===== src/rtl/if_stage_if.sv =====
// Signal bundle for the fetch stage: PC-stage controls, instruction-RAM port and ID-side outputs.
interface if_stage_if #(
   parameter int unsigned IMEM_AW = 12
);
   logic               cpu_run;
   logic               stall;
   logic               flush;
   logic [29:0]        pc;
   logic               pc_adv;
   logic [IMEM_AW-1:0] imem_radr;
   logic [31:0]        imem_rdata;
   logic [31:0]        inst_id;
   logic [29:0]        pc_id;
   logic               inst_valid_id;
   logic               fetch_fault_id;

   modport master (
      input  cpu_run, stall, flush, pc, pc_adv, imem_rdata,
      output imem_radr, inst_id, pc_id, inst_valid_id, fetch_fault_id
   );

   modport slave (
      output cpu_run, stall, flush, pc, pc_adv, imem_rdata,
      input  imem_radr, inst_id, pc_id, inst_valid_id, fetch_fault_id
   );
endinterface


===== src/rtl/if_stage.sv =====
// Instruction fetch stage: tracks the in-flight synchronous-RAM read and presents the
// fetched word to decode, with a one-entry skid buffer so a stall never loses a word.
module if_stage #(
   parameter int unsigned IMEM_AW  = 12,
   parameter logic [31:0] NOP_INST = 32'h00000013
) (
   input logic        clk,
   input logic        rst,
   if_stage_if.master bus
);

   localparam logic [1:0] S_IDLE = 2'd0;
   localparam logic [1:0] S_RUN  = 2'd1;
   localparam logic [1:0] S_HOLD = 2'd2;

   logic [1:0]  state_q, state_d;

   logic [29:0] pc_f1_q, pc_f1_d;
   logic        valid_f1_q, valid_f1_d;
   logic        fault_f1_q, fault_f1_d;

   logic [31:0] skid_inst_q, skid_inst_d;
   logic [29:0] skid_pc_q, skid_pc_d;
   logic        skid_valid_q, skid_valid_d;
   logic        skid_fault_q, skid_fault_d;
   logic        skid_vld_q, skid_vld_d;

   logic [31:0] inst_id_q, inst_id_d;
   logic [29:0] pc_id_q, pc_id_d;
   logic        inst_valid_q, inst_valid_d;
   logic        fault_id_q, fault_id_d;

   logic        pc_out_of_range;
   logic        skid_live;

   assign bus.imem_radr      = bus.pc[IMEM_AW-1:0];
   assign bus.inst_id        = inst_id_q;
   assign bus.pc_id          = pc_id_q;
   assign bus.inst_valid_id  = inst_valid_q;
   assign bus.fetch_fault_id = fault_id_q;

   assign pc_out_of_range = |bus.pc[29:IMEM_AW];
   assign skid_live       = skid_vld_q & skid_valid_q;

   always_comb begin
      state_d      = state_q;
      pc_f1_d      = pc_f1_q;
      valid_f1_d   = valid_f1_q;
      fault_f1_d   = fault_f1_q;
      skid_inst_d  = skid_inst_q;
      skid_pc_d    = skid_pc_q;
      skid_valid_d = skid_valid_q;
      skid_fault_d = skid_fault_q;
      skid_vld_d   = skid_vld_q;
      inst_id_d    = inst_id_q;
      pc_id_d      = pc_id_q;
      inst_valid_d = inst_valid_q;
      fault_id_d   = fault_id_q;

      if (!bus.cpu_run || bus.flush) begin
         state_d      = bus.cpu_run ? S_RUN : S_IDLE;
         valid_f1_d   = 1'b0;
         skid_vld_d   = 1'b0;
         inst_valid_d = 1'b0;
         fault_id_d   = 1'b0;
         inst_id_d    = NOP_INST;
      end else begin
         case (state_q)
            S_IDLE: state_d = S_RUN;
            S_RUN: begin
               if (bus.stall) begin
                  skid_inst_d  = bus.imem_rdata;
                  skid_pc_d    = pc_f1_q;
                  skid_valid_d = valid_f1_q;
                  skid_fault_d = fault_f1_q;
                  skid_vld_d   = 1'b1;
                  state_d      = S_HOLD;
               end else begin
                  pc_f1_d      = bus.pc;
                  valid_f1_d   = bus.pc_adv;
                  fault_f1_d   = pc_out_of_range;
                  pc_id_d      = pc_f1_q;
                  inst_valid_d = valid_f1_q;
                  fault_id_d   = fault_f1_q & valid_f1_q;
                  inst_id_d    = (valid_f1_q && !fault_f1_q) ? bus.imem_rdata : NOP_INST;
               end
            end
            S_HOLD: begin
               // Release cycle also captures the new fetch; otherwise the word issued
               // while the skid entry drains would be dropped.
               if (!bus.stall) begin
                  pc_f1_d      = bus.pc;
                  valid_f1_d   = bus.pc_adv;
                  fault_f1_d   = pc_out_of_range;
                  pc_id_d      = skid_pc_q;
                  inst_valid_d = skid_live;
                  fault_id_d   = skid_live & skid_fault_q;
                  inst_id_d    = (skid_live && !skid_fault_q) ? skid_inst_q : NOP_INST;
                  skid_vld_d   = 1'b0;
                  state_d      = S_RUN;
               end
            end
            default: state_d = S_IDLE;
         endcase
      end
   end

   always_ff @(posedge clk) begin
      if (rst) begin
         state_q      <= S_IDLE;
         pc_f1_q      <= '0;
         valid_f1_q   <= 1'b0;
         fault_f1_q   <= 1'b0;
         skid_inst_q  <= NOP_INST;
         skid_pc_q    <= '0;
         skid_valid_q <= 1'b0;
         skid_fault_q <= 1'b0;
         skid_vld_q   <= 1'b0;
         inst_id_q    <= NOP_INST;
         pc_id_q      <= '0;
         inst_valid_q <= 1'b0;
         fault_id_q   <= 1'b0;
      end else begin
         state_q      <= state_d;
         pc_f1_q      <= pc_f1_d;
         valid_f1_q   <= valid_f1_d;
         fault_f1_q   <= fault_f1_d;
         skid_inst_q  <= skid_inst_d;
         skid_pc_q    <= skid_pc_d;
         skid_valid_q <= skid_valid_d;
         skid_fault_q <= skid_fault_d;
         skid_vld_q   <= skid_vld_d;
         inst_id_q    <= inst_id_d;
         pc_id_q      <= pc_id_d;
         inst_valid_q <= inst_valid_d;
         fault_id_q   <= fault_id_d;
      end
   end

endmodule

===== src/flat_wrapper.sv =====
// flat-port wrapper written by rule: the top's interface ports become plain ports
module if_stage_flat 
#(
   parameter int unsigned IMEM_AW  = 12,
   parameter logic [31:0] NOP_INST = 32'h00000013
)
  (clk, rst, bus_cpu_run, bus_stall, bus_flush, bus_pc, bus_pc_adv, bus_imem_rdata, bus_imem_radr, bus_inst_id, bus_pc_id, bus_inst_valid_id, bus_fetch_fault_id);
  if_stage_if #(.IMEM_AW(IMEM_AW)) bus_i ();
  input logic clk;
  input logic rst;
  input wire logic [$bits(bus_i.cpu_run)-1:0] bus_cpu_run;
  input wire logic [$bits(bus_i.stall)-1:0] bus_stall;
  input wire logic [$bits(bus_i.flush)-1:0] bus_flush;
  input wire logic [$bits(bus_i.pc)-1:0] bus_pc;
  input wire logic [$bits(bus_i.pc_adv)-1:0] bus_pc_adv;
  input wire logic [$bits(bus_i.imem_rdata)-1:0] bus_imem_rdata;
  output wire logic [$bits(bus_i.imem_radr)-1:0] bus_imem_radr;
  output wire logic [$bits(bus_i.inst_id)-1:0] bus_inst_id;
  output wire logic [$bits(bus_i.pc_id)-1:0] bus_pc_id;
  output wire logic [$bits(bus_i.inst_valid_id)-1:0] bus_inst_valid_id;
  output wire logic [$bits(bus_i.fetch_fault_id)-1:0] bus_fetch_fault_id;
  assign bus_i.cpu_run = bus_cpu_run;
  assign bus_i.stall = bus_stall;
  assign bus_i.flush = bus_flush;
  assign bus_i.pc = bus_pc;
  assign bus_i.pc_adv = bus_pc_adv;
  assign bus_i.imem_rdata = bus_imem_rdata;
  assign bus_imem_radr = bus_i.imem_radr;
  assign bus_inst_id = bus_i.inst_id;
  assign bus_pc_id = bus_i.pc_id;
  assign bus_inst_valid_id = bus_i.inst_valid_id;
  assign bus_fetch_fault_id = bus_i.fetch_fault_id;
  if_stage #(.IMEM_AW(IMEM_AW), .NOP_INST(NOP_INST)) u_core (.clk(clk), .rst(rst), .bus(bus_i));
endmodule

===== config.mk =====
export PLATFORM = sky130hd
export DESIGN_NAME = if_stage_flat
export DESIGN_NICKNAME = d
export VERILOG_FILES = /design/src/rtl/if_stage_if.sv /design/src/rtl/if_stage.sv /design/src/flat_wrapper.sv
export SDC_FILE = /design/constraint.sdc
export NUM_CORES = 1
export LEC_CHECK = 0
export BUFFER_PORTS_ARGS = -buffer_cell sky130_fd_sc_hd__buf_2
export CAP_MARGIN = 30
export CORE_ASPECT_RATIO = 0.7
export CORE_UTILIZATION = 57
export CTS_CLUSTER_SIZE = 25
export DETAILED_ROUTE_END_ITERATION = 16
export HOLD_SLACK_MARGIN = 0.12
export MAX_ROUTING_LAYER = met4
export PLACE_DENSITY = 0.91
export RECOVER_POWER = 50
export SLEW_MARGIN = 0
export SYNTH_ARGS = -nofsm -noshare
export SYNTH_HDL_FRONTEND = slang
export SYNTH_SLANG_ARGS = --single-unit

===== constraint.sdc =====
create_clock -name clk -period 2.9 [get_ports clk]
set_input_delay 0 -clock clk [delete_from_list [all_inputs] [get_ports clk]]
set_output_delay 0 -clock clk [all_outputs]
set_load 0.02 [all_outputs]

==> impl_results.html <==
<table>
<tr><th>Metric</th><th>Value</th></tr>
<tr><th colspan="2">Clock network</th></tr>
<tr><td>Clock insertion delay at the later pin of the skew report</td><td>420 ps</td></tr>
<tr><td>Max Buffers Root-to-Sink</td><td>2</td></tr>
<tr><td>Number of H-tree levels</td><td>4</td></tr>
<tr><td>Clock slew seen by the registers of the worst setup and hold paths</td><td>70 ps</td></tr>
<tr><td>CTS tree</td><td>yes</td></tr>
<tr><td>Clock Sinks</td><td>163</td></tr>
<tr><td>CTS buffer count</td><td>17</td></tr>
<tr><td>Root buffer cell</td><td>sky130_fd_sc_hd__clkbuf_16</td></tr>
<tr><th colspan="2">STA</th></tr>
<tr><td>Setup violation total in the final timing report</td><td>0</td></tr>
<tr><td>Max-Slew Margin vs Limit</td><td>42.0%</td></tr>
<tr><td>Upper clock frequency limit</td><td>414 MHz</td></tr>
<tr><td>RSZ-0062 raised after global routing</td><td>no</td></tr>
<tr><td>Time the worst path needs with I/O delays and setup</td><td>2410 ps</td></tr>
<tr><td>Final clock period utilization by the worst path</td><td>83.2%</td></tr>
<tr><td>Final Hold Viols</td><td>0</td></tr>
<tr><td>Skew final</td><td>7.91 ps</td></tr>
<tr><td>Worst Tran Pin Value</td><td>865 ps</td></tr>
<tr><td>Final count of pins violating max slew</td><td>0</td></tr>
<tr><td>Total negative setup slack</td><td>0 ps</td></tr>
<tr><th colspan="2">Logic synthesis</th></tr>
<tr><td>Flip-flop cell with the highest count after synthesis</td><td>sky130_fd_sc_hd__dfxtp_1</td></tr>
<tr><td>Net Count, Synth</td><td>842</td></tr>
<tr><td>Share of synthesized area occupied by flip-flops and latches</td><td>47.3%</td></tr>
<tr><td>Post-synthesis async set-or-reset flop share</td><td>0%</td></tr>
<tr><td>Post-synth EDFFs</td><td>0</td></tr>
<tr><td>Avg Synthesized Cell Area</td><td>8.96 um^2</td></tr>
<tr><td>Netlist cell types</td><td>40</td></tr>
<tr><td>Top cell types by occurrence after synthesis</td><td>sky130_fd_sc_hd__nand2_1, sky130_fd_sc_hd__dfxtp_1, sky130_fd_sc_hd__a21oi_1</td></tr>
<tr><td>Number of warnings reported in the yosys synthesis log</td><td>0</td></tr>
<tr><td>Instance count of the mapped netlist</td><td>770</td></tr>
<tr><td>Post-synthesis register bit count</td><td>163</td></tr>
<tr><td>Top cell type by total area after synthesis</td><td>sky130_fd_sc_hd__dfxtp_1</td></tr>
<tr><td>Post-synthesis instance area</td><td>0.00690 mm^2</td></tr>
<tr><td>Count leader, synth</td><td>sky130_fd_sc_hd__nand2_1</td></tr>
<tr><td>Cells taking the most area after synthesis</td><td>sky130_fd_sc_hd__dfxtp_1, sky130_fd_sc_hd__a21oi_1, sky130_fd_sc_hd__nand2_1, sky130_fd_sc_hd__a211oi_2, sky130_fd_sc_hd__mux2i_1</td></tr>
<tr><td>Area share of the leading cell type in the synthesized netlist</td><td>47.3%</td></tr>
<tr><th colspan="2">Cells and area</th></tr>
<tr><td>Count of antenna diodes in the layout</td><td>0</td></tr>
<tr><td>Area of all placed cells without fillers</td><td>0.00871 mm^2</td></tr>
<tr><td>Filler Cell Count</td><td>778</td></tr>
<tr><td>Layout cells sized above 1</td><td>17.1%</td></tr>
<tr><td>Area Overhead vs Synth</td><td>26.2%</td></tr>
<tr><td>Number of nets in the final layout</td><td>1015</td></tr>
<tr><th colspan="2">Placed design</th></tr>
<tr><td>Detailed-placement wirelength estimate</td><td>10500 um</td></tr>
<tr><td>Post-place instance area</td><td>0.00746 mm^2</td></tr>
<tr><td>Routability-driven placement congestion ratio</td><td>0.826</td></tr>
<tr><td>Port buffer count</td><td>143</td></tr>
<tr><th colspan="2">Status</th></tr>
<tr><td>Status</td><td>finished clean</td></tr>
<tr><th colspan="2">Setup path</th></tr>
<tr><td>Crit Path Category</td><td>flip-flop to flip-flop</td></tr>
<tr><td>Worst setup EP type</td><td>flip-flop</td></tr>
<tr><td>Arrival time at the worst endpoint</td><td>2780 ps</td></tr>
<tr><td>Nature of the critical path startpoint</td><td>flip-flop</td></tr>
<tr><td>Crit Path Max Fanout</td><td>32</td></tr>
<tr><td>Length in cells of the worst reg-to-reg path</td><td>7</td></tr>
<tr><td>Required time at the worst-slack endpoint</td><td>3260 ps</td></tr>
<tr><th colspan="2">Global route</th></tr>
<tr><td>Remaining Overflow, GRT</td><td>0</td></tr>
<tr><td>Antenna violations before repair</td><td>0</td></tr>
<tr><td>Vias in the first global route</td><td>6222</td></tr>
<tr><td>Combined global-route utilization of all metal layers</td><td>32.0%</td></tr>
<tr><td>Pin count of the biggest net entering global routing</td><td>73</td></tr>
<tr><td>First-pass GRT wire length</td><td>30700 um</td></tr>
<tr><th colspan="2">Pwr</th></tr>
<tr><td>P_int</td><td>0.00376 W</td></tr>
<tr><td>Leakage component of the power</td><td>2.89 nW</td></tr>
<tr><td>Sequential cell fraction of total power</td><td>46.1%</td></tr>
<tr><td>Combinational share of power</td><td>8.7%</td></tr>
<tr><td>Switching Share</td><td>24.4%</td></tr>
<tr><td>Power after layout</td><td>0.00498 W</td></tr>
<tr><td>Pwr/cell area</td><td>572 mW/mm^2</td></tr>
<tr><td>Switching power</td><td>0.00122 W</td></tr>
<tr><td>Peak VDD IR</td><td>0.434 mV</td></tr>
<tr><td>Fraction of power consumed by the clock network</td><td>45.2%</td></tr>
<tr><th colspan="2">Floorplanning</th></tr>
<tr><td>Starting utilization of the core area</td><td>58.6%</td></tr>
<tr><td>Std-Cell Core Area</td><td>0.0118 mm^2</td></tr>
<tr><td>Number of rows created at floorplan</td><td>33</td></tr>
<tr><td>Number of I/O pins</td><td>144</td></tr>
<tr><td>Width of the chip</td><td>134 um</td></tr>
<tr><td>Overall die height</td><td>94.1 um</td></tr>
<tr><td>Full die area</td><td>0.0126 mm^2</td></tr>
<tr><th colspan="2">Run</th></tr>
<tr><td>Number of violations of the max-capacitance limit</td><td>0</td></tr>
<tr><th colspan="2">Route</th></tr>
<tr><td>Wirelength per Cell</td><td>17.2 um</td></tr>
<tr><td>Number of vias after detailed routing</td><td>6506</td></tr>
<tr><td>Number of DRC violations after detailed routing</td><td>0</td></tr>
<tr><td>Number of iterations in the first detailed-routing pass</td><td>5</td></tr>
<tr><td>Initial drt markers</td><td>740</td></tr>
<tr><td>Average via count per standard cell</td><td>5.85</td></tr>
<tr><td>Final routed wirelength across all metal layers</td><td>19100 um</td></tr>
<tr><td>Remaining antenna violation count</td><td>0</td></tr>
<tr><th colspan="2">Hold path</th></tr>
<tr><td>Cells on Worst Hold Path</td><td>4</td></tr>
<tr><td>Type of the worst min-delay path</td><td>input pin to flip-flop</td></tr>
</table>
final cells by class:
| type | instances | area [um^2] | share of cell area, % |
|---|---|---|---|
| Inverter | 3 | 11.3 | 0.129 |
| Multi-Input combinational cell | 521 | 3110 | 35.7 |
| Tap cell | 157 | 196 | 2.26 |
| Clock inverter | 12 | 146 | 1.68 |
| Sequential cell | 163 | 3260 | 37.5 |
| Timing Repair Buffer | 237 | 1530 | 17.6 |
| Clock buffer | 20 | 447 | 5.13 |
cell usage in the layout, fill, tap and decap left out, types with 4 or more instances in the layout:
| cell | n |
|---|---|
| sky130_fd_sc_hd__nand2_1 | 191 |
| sky130_fd_sc_hd__inv_6 | 4 |
| sky130_fd_sc_hd__dfxtp_1 | 163 |
| sky130_fd_sc_hd__clkbuf_16 | 17 |
| sky130_fd_sc_hd__buf_2 | 66 |
| sky130_fd_sc_hd__a21oi_1 | 154 |
| sky130_fd_sc_hd__dlygate4sd3_1 | 77 |
| sky130_fd_sc_hd__nor4_1 | 4 |
| sky130_fd_sc_hd__nand3_1 | 4 |
| sky130_fd_sc_hd__mux2i_1 | 33 |
| sky130_fd_sc_hd__o21ai_0 | 4 |
| sky130_fd_sc_hd__a211oi_2 | 40 |
| sky130_fd_sc_hd__a22oi_1 | 29 |
| sky130_fd_sc_hd__nor2_1 | 6 |
| sky130_fd_sc_hd__buf_4 | 14 |
| sky130_fd_sc_hd__a211oi_1 | 19 |
| sky130_fd_sc_hd__clkbuf_1 | 78 |
final timing paths:
path / start / endpoint / slack, ps
max: u_core.state_q[1] / u_core.pc_f1_q[19] / 490
min: bus_imem_rdata[0] / u_core.skid_inst_q[0] / 370
max reg2reg: u_core.state_q[1] / u_core.pc_f1_q[19] / 490
min reg2reg: u_core.skid_inst_q[28] / u_core.skid_inst_q[28] / 450
layer usage:
metal | wire length [um] | GRT usage [%]
met4 | 580 | 15.0
met5 | 0 | -
met2 | 9270 | 51.7
met3 | 1440 | 5.88
met1 | 7830 | 39.2
worst max-delay path, stage by stage (launching register included):
cell and delay [ps]:
sky130_fd_sc_hd__dfxtp_1 360, sky130_fd_sc_hd__inv_1 90, sky130_fd_sc_hd__ha_1 330, sky130_fd_sc_hd__nor4bb_1 320, sky130_fd_sc_hd__buf_4 390, sky130_fd_sc_hd__nand2_1 130, sky130_fd_sc_hd__a21oi_1 160, sky130_fd_sc_hd__dlygate4sd3_1 580
cells by family after synthesis:
kind of cell,share of synthesized area [%]
AND/OR/NAND/NOR,13.7
adder cells (fa/ha/maj),0.725
buffers and inverters,7.85
flip-flops,47.3
AO/OA/AOI/OAI,25.7
multiplexers,4.79
power by group through the flow:
stage | Combinational (W) | Clock, W | Sequential (W)
6_report | 0.000434 | 0.00225 | 0.00230
4_1_cts | 0.000432 | 0.00226 | 0.00230
3_5_place_dp | 0.000355 | 0 | 0.00235
3_3_place_gp | 0.000343 | 0 | 0.00234
5_1_grt | 0.000465 | 0.00237 | 0.00230
2_1_floorplan | 0.000218 | 0 | 0.00237
repair_timing:
action,4_1_cts,5_1_grt
endpoints found under the hold margin,118,0
gates resized for setup,0,0
buffers inserted,0,0
hold buffers,77,0
registers in the layout (all words and copies together) (netlist names):
name                       count
u_core.skid_valid_q            1
u_core.pc_f1_q                30
u_core.skid_fault_q            1
u_core.valid_f1_q              1
u_core.bus.inst_valid_id       1
u_core.bus.fetch_fault_id      1
u_core.bus.inst_id            32
u_core.fault_f1_q              1
u_core.bus.pc_id              30
u_core.skid_pc_q              30
u_core.skid_vld_q              1
u_core.state_q                 2
u_core.skid_inst_q            32
metrics by stage:
step | worst slack (ps) | utilization [%] | cells | hold WS (ps)
after floorplan | 1300 | - | 770 | 113
after global placement | 898 | 63.2 | 1003 | 232
after detailed placement | 788 | 63.4 | 1004 | 232
after CTS | 611 | 75.0 | 1113 | 351
after global routing | 394 | 74.0 | 1113 | 383
final | 486 | 74.0 | 1113 | 365
No activity file was read; power rests on OpenSTA's default activity.
